--- src/rtl/rgb_to_ycbcr_pipe.sv ---
// rtl/rgb_to_ycbcr_pipe.sv - 3-stage full-range BT.601 RGB to YCbCr converter with frame controller
module rgb_to_ycbcr_pipe #(
    parameter logic [31:0] NUM_PIXELS = 32'd1048576
) (
    input  logic        clk,
    input  logic        rst_n,
    input  logic        start,
    input  logic        in_valid,
    input  logic [7:0]  R_in,
    input  logic [7:0]  G_in,
    input  logic [7:0]  B_in,
    output logic        in_ready,
    output logic [31:0] Y_O,
    output logic [31:0] Cb_O,
    output logic [31:0] Cr_O,
    output logic        out_valid,
    output logic [31:0] out_count,
    output logic        busy,
    output logic        done
);

    typedef enum logic [1:0] {S_IDLE, S_RUN, S_DRAIN, S_DONE} state_t;

    // Coefficient order: Y(R,G,B), Cb(R,G,B), Cr(R,G,B)
    localparam logic signed [17:0] K [9] = '{
        18'sd77,  18'sd150,  18'sd29,
        -18'sd43, -18'sd85,  18'sd128,
        18'sd128, -18'sd107, -18'sd21
    };

    state_t            state_q;
    logic [31:0]       acc_q;
    logic [31:0]       cnt_q;
    logic              v1_q, v2_q, v3_q;
    logic signed [17:0] p_q   [9];
    logic signed [17:0] sum_q [3];
    logic [7:0]        ycc_q [3];
    logic signed [17:0] px    [3];
    logic              accept;

    assign px[0]  = {10'd0, R_in};
    assign px[1]  = {10'd0, G_in};
    assign px[2]  = {10'd0, B_in};
    assign accept = in_valid && (state_q == S_RUN);

    function automatic logic [7:0] clamp8(input logic signed [17:0] v);
        if (v < 18'sd0)
            return 8'd0;
        else if (v > 18'sd255)
            return 8'd255;
        else
            return v[7:0];
    endfunction

    always_ff @(posedge clk or negedge rst_n) begin
        if (!rst_n) begin
            state_q <= S_IDLE;
            acc_q   <= 32'd0;
            cnt_q   <= 32'd0;
        end else begin
            if (v3_q)
                cnt_q <= cnt_q + 32'd1;
            case (state_q)
                S_IDLE: begin
                    if (start) begin
                        state_q <= S_RUN;
                        acc_q   <= 32'd0;
                        cnt_q   <= 32'd0;
                    end
                end
                S_RUN: begin
                    if (accept) begin
                        acc_q <= acc_q + 32'd1;
                        if (acc_q == NUM_PIXELS - 32'd1)
                            state_q <= S_DRAIN;
                    end
                end
                // S1/S2 empty means the final output is on the port now, so done lands next cycle
                S_DRAIN: begin
                    if (!v1_q && !v2_q)
                        state_q <= S_DONE;
                end
                default: state_q <= S_IDLE;
            endcase
        end
    end

    always_ff @(posedge clk or negedge rst_n) begin
        if (!rst_n) begin
            v1_q <= 1'b0;
            v2_q <= 1'b0;
            v3_q <= 1'b0;
            for (int i = 0; i < 9; i++)
                p_q[i] <= 18'sd0;
            for (int j = 0; j < 3; j++) begin
                sum_q[j] <= 18'sd0;
                ycc_q[j] <= 8'd0;
            end
        end else begin
            v1_q <= accept;
            v2_q <= v1_q;
            v3_q <= v2_q;
            if (accept)
                for (int i = 0; i < 9; i++)
                    p_q[i] <= px[i % 3] * K[i];
            if (v1_q)
                for (int j = 0; j < 3; j++)
                    sum_q[j] <= p_q[3*j] + p_q[3*j+1] + p_q[3*j+2] + 18'sd128;
            if (v2_q) begin
                ycc_q[0] <= clamp8(sum_q[0] >>> 8);
                ycc_q[1] <= clamp8((sum_q[1] >>> 8) + 18'sd128);
                ycc_q[2] <= clamp8((sum_q[2] >>> 8) + 18'sd128);
            end
        end
    end

    assign in_ready  = (state_q == S_RUN);
    assign busy      = (state_q != S_IDLE);
    assign done      = (state_q == S_DONE);
    assign out_valid = v3_q;
    assign out_count = cnt_q;
    assign Y_O       = {24'd0, ycc_q[0]};
    assign Cb_O      = {24'd0, ycc_q[1]};
    assign Cr_O      = {24'd0, ycc_q[2]};

endmodule
--- config.mk ---
export PLATFORM = sky130hd
export DESIGN_NAME = rgb_to_ycbcr_pipe
export DESIGN_NICKNAME = d
export VERILOG_FILES = /design/src/rtl/rgb_to_ycbcr_pipe.sv
export SDC_FILE = /design/constraint.sdc
export NUM_CORES = 1
export LEC_CHECK = 0
export CORE_MARGIN = 8
export CORE_UTILIZATION = 40
export CTS_BUF_LIST = sky130_fd_sc_hd__clkbuf_16
export CTS_CLUSTER_DIAMETER = 120
export DETAILED_ROUTE_END_ITERATION = 16
export PLACE_DENSITY = 0.67
export SLEW_MARGIN = 20
export SYNTH_ARGS = -nofsm -noshare
export SYNTH_HDL_FRONTEND = slang
export SYNTH_SLANG_ARGS = --single-unit
--- constraint.sdc ---
create_clock -name clk -period 3.79 [get_ports clk]
set_input_delay 0.758 -clock clk [delete_from_list [all_inputs] [get_ports clk]]
set_output_delay 0.758 -clock clk [all_outputs]
set_load 0.02 [all_outputs]
* Word level (Yosys, flattened, before mapping) *
Cells that the tools add are included.

operators by class
  add/subtract/negate cells = 13
  multipliers = 7
  order comparisons = 6
  eq/ne operators = 8
  muxes and demuxes = 17
  reductions and logical operators = 9

operators with widths
  operator                                                         count
  two-way mux 32 bit                                               5
  adder 18 bit                                                     4
  adder 32 x 1 -> 32 bit (second input constant)                   2
  one-hot mux 32 bit (2 select lines)                              1
  adder 18 x 9 -> 18 bit (second input constant)                   3
  two-way mux 8 bit                                                6
  multiplier 9 x 8 -> 17 bit (second input constant)               2
  == test 32 x 20 -> 1 bit (second input constant)                 1
  multiplier 8 x 7 -> 15 bit (second input constant)               2
  adder 10 x 9 -> 11 bit (second input constant)                   2
  greater-than comparator 11 x 9 -> 1 bit (second input constant)  2
  less-than comparator 11 x 1 -> 1 bit (second input constant)     2
  adder 16 x 18 -> 18 bit                                          1
  adder 18 x 16 -> 18 bit                                          1
  multiplier 9 x 7 -> 16 bit (second input constant)               1
  multiplier 9 x 6 -> 15 bit (second input constant)               1
  multiplier 8 x 5 -> 13 bit (second input constant)               1
  greater-than comparator 10 x 9 -> 1 bit (second input constant)  1
  less-than comparator 10 x 1 -> 1 bit (second input constant)     1
  two-way mux 2 bit                                                4
  one-hot mux 2 bit (3 select lines)                               1
  == test 2 bit (second input constant)                            2
  != test 2 x 1 -> 1 bit (second input constant)                   2
  != test 2 bit (second input constant)                            2
  other kinds (7)                                                  10

word-level totals
  bits in registers = 288
  word-level logic and storage cells = 81

* Depth between registers and ports, before layout *
Gate-level depths: netlist (run 1).

  depth after elaboration = 4
  depth in mapped cells = 16
  depth with buffers taken out = 16

* Least setup slack after synthesis (run 1) *
No wires, ideal clock.

  path type = input to register
  start point = input port B_in[2]
  end point = register p_q[16] (netlist bit)
  setup time = 0.131 ns
  arrival time = 4.327 ns
  data required time = 3.659 ns
  setup slack = -0.669 ns
  cell stages on the path = 16
  path buffers = 0
  cell sequence = inv_1 -> ha_1 -> inv_1 -> ha_1 -> inv_1 -> fa_1 -> inv_1 -> fa_1 -> fa_1 -> a21o_1 -> a21oi_1 -> o21bai_1 -> a21o_1 -> a2111oi_0 -> or4_1 -> nand3_1

on the way
  word-level cells in the longest chain between the ends = 1

ends and longest elaborated chain
  what                           line  source
  start, declared                11    input logic [7:0] B_in,
  multiplier 9 x 6 -> 15 bit     105   p_q[i] <= px[i % 3] * K[i];
  end signal, assigned by index  105
  end, declared                  35    logic signed [17:0] p_q [9];

No other way between the ends.
A chain may end at the register's enable or synchronous reset.

* Final worst setup path (run 1) *
  start point = input port G_in[5]
  end point = register p_q[88] (netlist bit)

on the way
  word-level cells in the longest chain between the ends = 1

ends and longest elaborated chain
  what                        line  source
  start, declared             10    input logic [7:0] G_in,
  multiplier 9 x 8 -> 17 bit  105

No other way between the ends.

==> results.cfg, run 1 <==
[yosys]
synth_fa_ha_area_share_pct = 32.6
yosys_most_used_dff = dfrtp_1
xor_xnor_portion_of_the_synthesized_cell_area_pct = 5.08
synth.area.mux_share_pct = 1.85
syn_area_per_cell_um2 = 9.65
syn_area_um2 = 20200
synthesized_area_fraction_occupied_by_and_or_nand_nor_cells_pct = 13.2
synth_compound_gate_area_share_pct = 10.1
synth_cells = 2091
number_of_enable_flip_flop_cells_after_synthesis = 0
synth_top_family_by_area = adder cells
ys_async_sr_fraction_pct = 100
post_synth_num_cell_types = 65
postSynthRegisterBits = 235
synth.yosys.seq_area_share_pct = 29.2
synthesis.yosys.warnings = 0

[sta]
maxClockFrequency_mhz = 261
setup_viol = 4
fin_worst_skew_ps = 15.5
fin_worst_hold_slack_ps = 259
hold_viol_final = 0
grt_setup_unrepaired = true
finalCritPeriodShare_pct = 101
setup_slack_ps = -37.8
finalCriticalPeriod_ps = 3830
final-max-slew-violation-count = 0
tightest_slew_ps = 776
worst_slew_margin_rel_pct = 48.3

[global_route]
grt_first_pass_wirelength_um = 79600
grt_pass1_vias = 16000
grt_antenna_before_repair = 1
largest_net_degree_at_the_start_of_global_routing = 97
grt.total_usage_pct = 16.6
grt_overflow_total = 0

[cts]
clk_transition_reported_paths_ps = 60
clock_tree_from_tritoncts = done
ctsRootBufferMaster = clkbuf_16
worst_skew_pair.late_latency_ps = 540
clock-sinks = 235
cts-htree-levels = 1
cts_max_path_buffers = 3
tritoncts_buffers = 26
hold_buffers = 0

[pwr]
power.leakage_uw = 0.0127
power_uw = 18700
vdd_ir_max_v = 0.000461
power_density_nw_per_um2 = 741

[setup_path]
cp_slowest_cell = fa_2
crit_required_ps = 4190
reg2reg_from = p_q[62]
cpPeakStageDelay_ps = 550
worst_setup_path_startpoint = G_in[5]
timing.critical_path.to_type = flip-flop
worst-endpoint-arrival_ps = 4230
rrSetupSlack_ps = 240
setup.worst_path.class = in2reg
cp_depth = 15
cp_common_cell = ha_4
cp_top_family = adder cells
number_of_cells_traversed_by_the_worst_register_to_register_path = 10
critical_path.cell_chain = clkbuf_4 > ha_4 > ha_4 > inv_1 > fa_1 > inv_1 > fa_2 > ha_4 > a21o_1 > a21o_1 > a2111oi_4 > o31ai_4 > o41ai_4 > xnor2_1 > o21ai_1
cp_max_fo = 3
startpoint_type = primary input
path_buf_inv = 3

[die]
design.die.area_um2 = 57900
num_io_pins = 160
core_um2 = 50000
die_w_um = 241
placement_rows = 82
die_y_um = 241
start_util_pct = 40.4

[place]
gp_routability_congestion = 0.865
placed_cell_count = 3037
place.detailed.hpwl_um = 39500
port-buffer-count = 87

[layout]
nets = 2915
layout.cells.most_common = ha_1
syn_to_final_growth_pct = 24.9
most-common-layout-cells = 329 x ha_1, 246 x buf_4, 235 x dfrtp_1, 211 x inv_1, 199 x nand2_1
drive_gt1_share_pct = 19.5
antenna_cells_inserted = 0
fin_cells = 3110
core_utilization_of_the_finished_layout_pct = 50.4
fillers = 4517

[worst_hold_path]
hp-class = in2async

[routing]
ant_nets = 0
route.vias.total = 15500
drt-initial-drc-count = 684
drc = 0
route.final.wire_length_um = 49100
wl_per_cell_um = 15.8
via_per_inst = 4.98
drt_pass1_iterations = 7

[status]
run_status = finished, violations left
violations = negative setup slack

[flow_run]
maxCapViolCount = 0
-- logic make-up after synthesis --
group | after synthesis
simple gates | 557
fa+ha+maj | 466
buf+inv | 352
compound gates | 329
flops | 235
xor+xnor | 117
mux | 34
other cells | 1
-- synth_stat cells, types with 5 or more instances --
cell	count	share of area (%)
ha_1	367	23
dfrtp_1	235	29
inv_1	233	4.3
nand2_1	200	3.7
nor2_1	120	2.2
o21ai_0	119	3.0
fa_1	99	9.8
a21oi_1	72	1.8
buf_4	72	2.7
xnor2_1	66	2.9
nand3_1	55	1.4
xor2_1	51	2.2
clkbuf_1	41	0.76
a21o_1	34	1.3
nor3_1	32	0.79
or3_1	31	0.96
mux2_2	27	1.5
and3_1	19	0.59
nand4_1	16	0.50
o22ai_1	15	0.47
o31ai_1	15	0.56
nor3b_1	14	0.52
a2111oi_0	12	0.52
nor2b_1	12	0.37
o21bai_1	12	0.45
and4_1	10	0.43
or4_1	9	0.33
nand2b_1	8	0.25
or2_2	8	0.25
mux2i_1	7	0.35
a31oi_1	6	0.19
a221o_1	5	0.25
nor4b_1	5	0.22
-- metrics by stage --
step / setup slack (ps) / TNS, ps / cell area (um^2)
after floorplan: -314 / -1040 / 20700
after global placement: -1020 / -39850 / 23600
after detailed placement: -1140 / -44120 / 23600
after CTS: -146 / -226 / 24800
after global routing: -154 / -367 / 25200
final: -37.8 / -74.7 / 25200
-- state kept, by name, summed over array words and instances (netlist names) --
signal and count:
Cb_O 8, p_q 112, state_q 2, v1_q 1, out_count 32, Cr_O 8
sum_q 30, v2_q 1, out_valid 1, Y_O 8, acc_q 32
-- report_power, final --
part           internal, uW  leakage (uW)  switching [uW]
registers              3410       0.00301             886
logic                  5530       0.00931            6390
clock network          1450      0.000412            1010
-- worst reg2reg max path: cells and delay by family, from the launching register on --
| family | cells | cell delay (ps) |
|---|---|---|
| simple gates | 2 | 510 |
| flops | 1 | 470 |
| compound gates | 5 | 1300 |
| fa+ha+maj | 3 | 1160 |
-- layout make-up --
cell class / count / area [um^2] / area share (%)
clock buffer: 26 / 651 / 2.58
clock inverter: 19 / 175 / 0.695
inverter: 233 / 900 / 3.57
multi-input combinational: 1575 / 13800 / 54.8
sequential: 235 / 5880 / 23.3
tap: 672 / 841 / 3.34
timing repair buffer: 350 / 2930 / 11.6
-- worst paths after layout --
check / end
setup / recovery: p_q[88]
hold / removal: out_count[5]
setup reg to reg: sum_q[32]
hold reg to reg: p_q[25]
max in group asynchronous: p_q[104]
min in group clk: p_q[25]
-- layer usage --
metal / routed length (um) / global-route usage [%]
met5: 0 / 0
met1: 21700 / 21.1
met2: 24600 / 30.0
met3: 1600 / 1.58
met4: 1250 / 4.41
-- what timing repair did --
| action | 4_1_cts | 5_1_grt |
|---|---|---|
| pin swaps | 66 | 54 |
| setup endpoints to repair | 45 | 44 |
| gates resized for setup | 109 | 76 |
| setup buffers | 20 | 10 |
Power figures use the tool's default switching activity.
==> inputs of run 2 (changes only) <==
--- a/constraint.sdc
+++ b/constraint.sdc
@@ -3,2 +3,2 @@
 set_output_delay 0.758 -clock clk [all_outputs]
-set_load 0.02 [all_outputs]
+set_load 0.1 [all_outputs]
==> results.cfg, run 2 (same netlist as run 1, synthesis figures left out) <==
[die]
placement_rows = 82
die_w_um = 241
die_y_um = 241
design.die.area_um2 = 57900
start_util_pct = 40.4
core_um2 = 50000
num_io_pins = 160

[pwr]
p_sw_share_pct = 48.1
fraction_of_power_consumed_by_combinational_cells_pct = 66.5
vdd_ir_max_v = 0.000480
proportion_of_power_drawn_by_the_clock_network_pct = 11.5
total_switching_power_uw = 9400
sequential_power_share_pct = 22.0
cell_internal_pwr_uw = 10100
power.leakage_uw = 0.0127
power_density_nw_per_um2 = 777

[layout]
multi_input_area_um2 = 13800
top_register = p_q
fin_cells = 3118
layout.cells.most_common = ha_1
nets = 2922
flip_flop_count_of_the_largest_register_all_copies_and_words_added = 112
drive_gt1_share_pct = 19.4
syn_to_final_growth_pct = 24.7
antenna_cells_inserted = 0
fillers = 4564
regArea_um2 = 5880
most-common-layout-cells = 329 x ha_1, 254 x buf_4, 235 x dfrtp_1, 218 x inv_1, 199 x nand2_1

[setup_path]
rrSetupSlack_ps = 240
critical_path.reg2reg.endpoint = sum_q[32]
startpoint_type = primary input
crit_required_ps = 4190
timing.critical_path.to_type = flip-flop
cp_slowest_cell = fa_1
cp_top_family = adder cells
path_buf_inv = 4
cpPeakStageDelay_ps = 490
critical_path.cell_chain = buf_6 > buf_6 > ha_4 > ha_4 > ha_4 > inv_2 > fa_1 > inv_2 > ha_4 > fa_2 > a21o_1 > a21o_1 > a2111oi_4 > o31ai_2 > o41ai_2 > xnor2_1 > o21ai_1
cp_common_cell = ha_4
number_of_cells_traversed_by_the_worst_register_to_register_path = 10
worst-endpoint-arrival_ps = 4220
setup.worst_path.class = in2reg
cp_max_fo = 2
cp_depth = 17
reg2reg_from = p_q[62]

[sta]
finalCriticalPeriod_ps = 3830
totalNegativeSetupSlack_ps = -36.2
final-max-slew-violation-count = 0
setup_slack_ps = -36.2
tightest_slew_ps = 1030
grt_setup_unrepaired = true
fin_worst_hold_slack_ps = 245
setup_viol = 1
worst_slew_margin_rel_pct = 31.2
fin_worst_skew_ps = 21.5
finalCritPeriodShare_pct = 101
maxClockFrequency_mhz = 261
hold_viol_final = 0

[global_route]
grt_first_pass_wirelength_um = 80800
grt.total_usage_pct = 16.8
gr-usage-met3_pct = 1.98
grtUsageMet2_pct = 29.5
globalRoute.busiestLayer = met2
grt_overflow_total = 0
grt_antenna_before_repair = 1
largest_net_degree_at_the_start_of_global_routing = 95
use_met1_pct = 21.6
grt_pass1_vias = 16000

[routing]
drt_pass1_iterations = 4
wl_per_cell_um = 15.9
drc = 0
ant_nets = 0
drt-initial-drc-count = 750
route.vias.total = 15600
route.final.wire_length_um = 49500
via_per_inst = 5.01

[cts]
ctsRootBufferMaster = clkbuf_16
cts_max_path_buffers = 3
tritoncts_buffers = 26
clk_transition_reported_paths_ps = 60
cts-htree-levels = 1
clock_tree_from_tritoncts = done
worst_skew_pair.late_latency_ps = 540
clock-sinks = 235
hold_buffers = 0

[place]
gp_routability_congestion = 0.849
port-buffer-count = 87
placed_cell_count = 3053
place.detailed.hpwl_um = 40000

[status]
run_status = finished, violations left
violations = negative setup slack

[flow_run]
maxCapViolCount = 0

[worst_hold_path]
hp-class = in2async
==> run 2: cell count changes in the layout (fill, tap and decap cells not counted), sizes merged <==
cell | before | now
buf | 271 | 281
inv | 232 | 239
dlygate4sd2 | 4 | 8
bufinv | 3 | 0
clkbuf | 33 | 30
clkdlybuf4s15 | 2 | 0
clkinv | 14 | 12
dlymetal6s2s | 2 | 0
clkinvlp | 3 | 2
==> run 2: per-stage QoR <==
step	area [um^2]	utilization, %	worst slack (ps)	power [uW]
after global routing	25100	50.3	-143	21200
after floorplan	20700	-	-314	12700
after global placement	23600	47.3	-1040	16200
after CTS	24800	49.6	-71.0	19300
final	25100	50.3	-36.2	19500
after detailed placement	23600	47.3	-1100	16600
==> run 2: layout make-up <==
| class | instances | area share [%] |
|---|---|---|
| Clock inverter | 20 | 0.388 |
| Multi-Input combinational cell | 1575 | 54.9 |
| Tap cell | 672 | 3.34 |
| Clock buffer | 26 | 2.59 |
| Sequential cell | 235 | 23.4 |
| Inverter | 233 | 3.57 |
| Timing Repair Buffer | 357 | 11.8 |
==> run 2: how the worst max path moves through the flow <==
stage,to,from
final,p_q[88],G_in[4]
after global routing,p_q[88],G_in[4]
after CTS,p_q[85],G_in[1]
after detailed placement,p_q[88],G_in[3]
after global placement,p_q[88],G_in[3]
after floorplan,p_q[16],B_in[2]
==> run 2: power groups by stage <==
stage / Combinational [uW] / Sequential (uW) / Clock [uW]
after detailed placement: 12300 / 4330 / 0
final: 13000 / 4290 / 2250
after global placement: 11900 / 4300 / 0
after CTS: 12700 / 4290 / 2310
after global routing: 14400 / 4390 / 2430
after floorplan: 7740 / 4950 / 0
==> run 2: what timing repair did <==
item	in CTS	in global routing
gates cloned	0	0
endpoints found under the hold margin	0	0
buffers inserted	11	9
pin swaps	63	51
gates resized for setup	113	70
setup endpoints to repair	45	39
==> run 2: layer usage <==
layer | wire [um] | vias up
met4 | 1610 | 2
li1 | - | 7700
met1 | 21600 | 7584
met3 | 1890 | 83
met5 | 12 | -
met2 | 24400 | 249
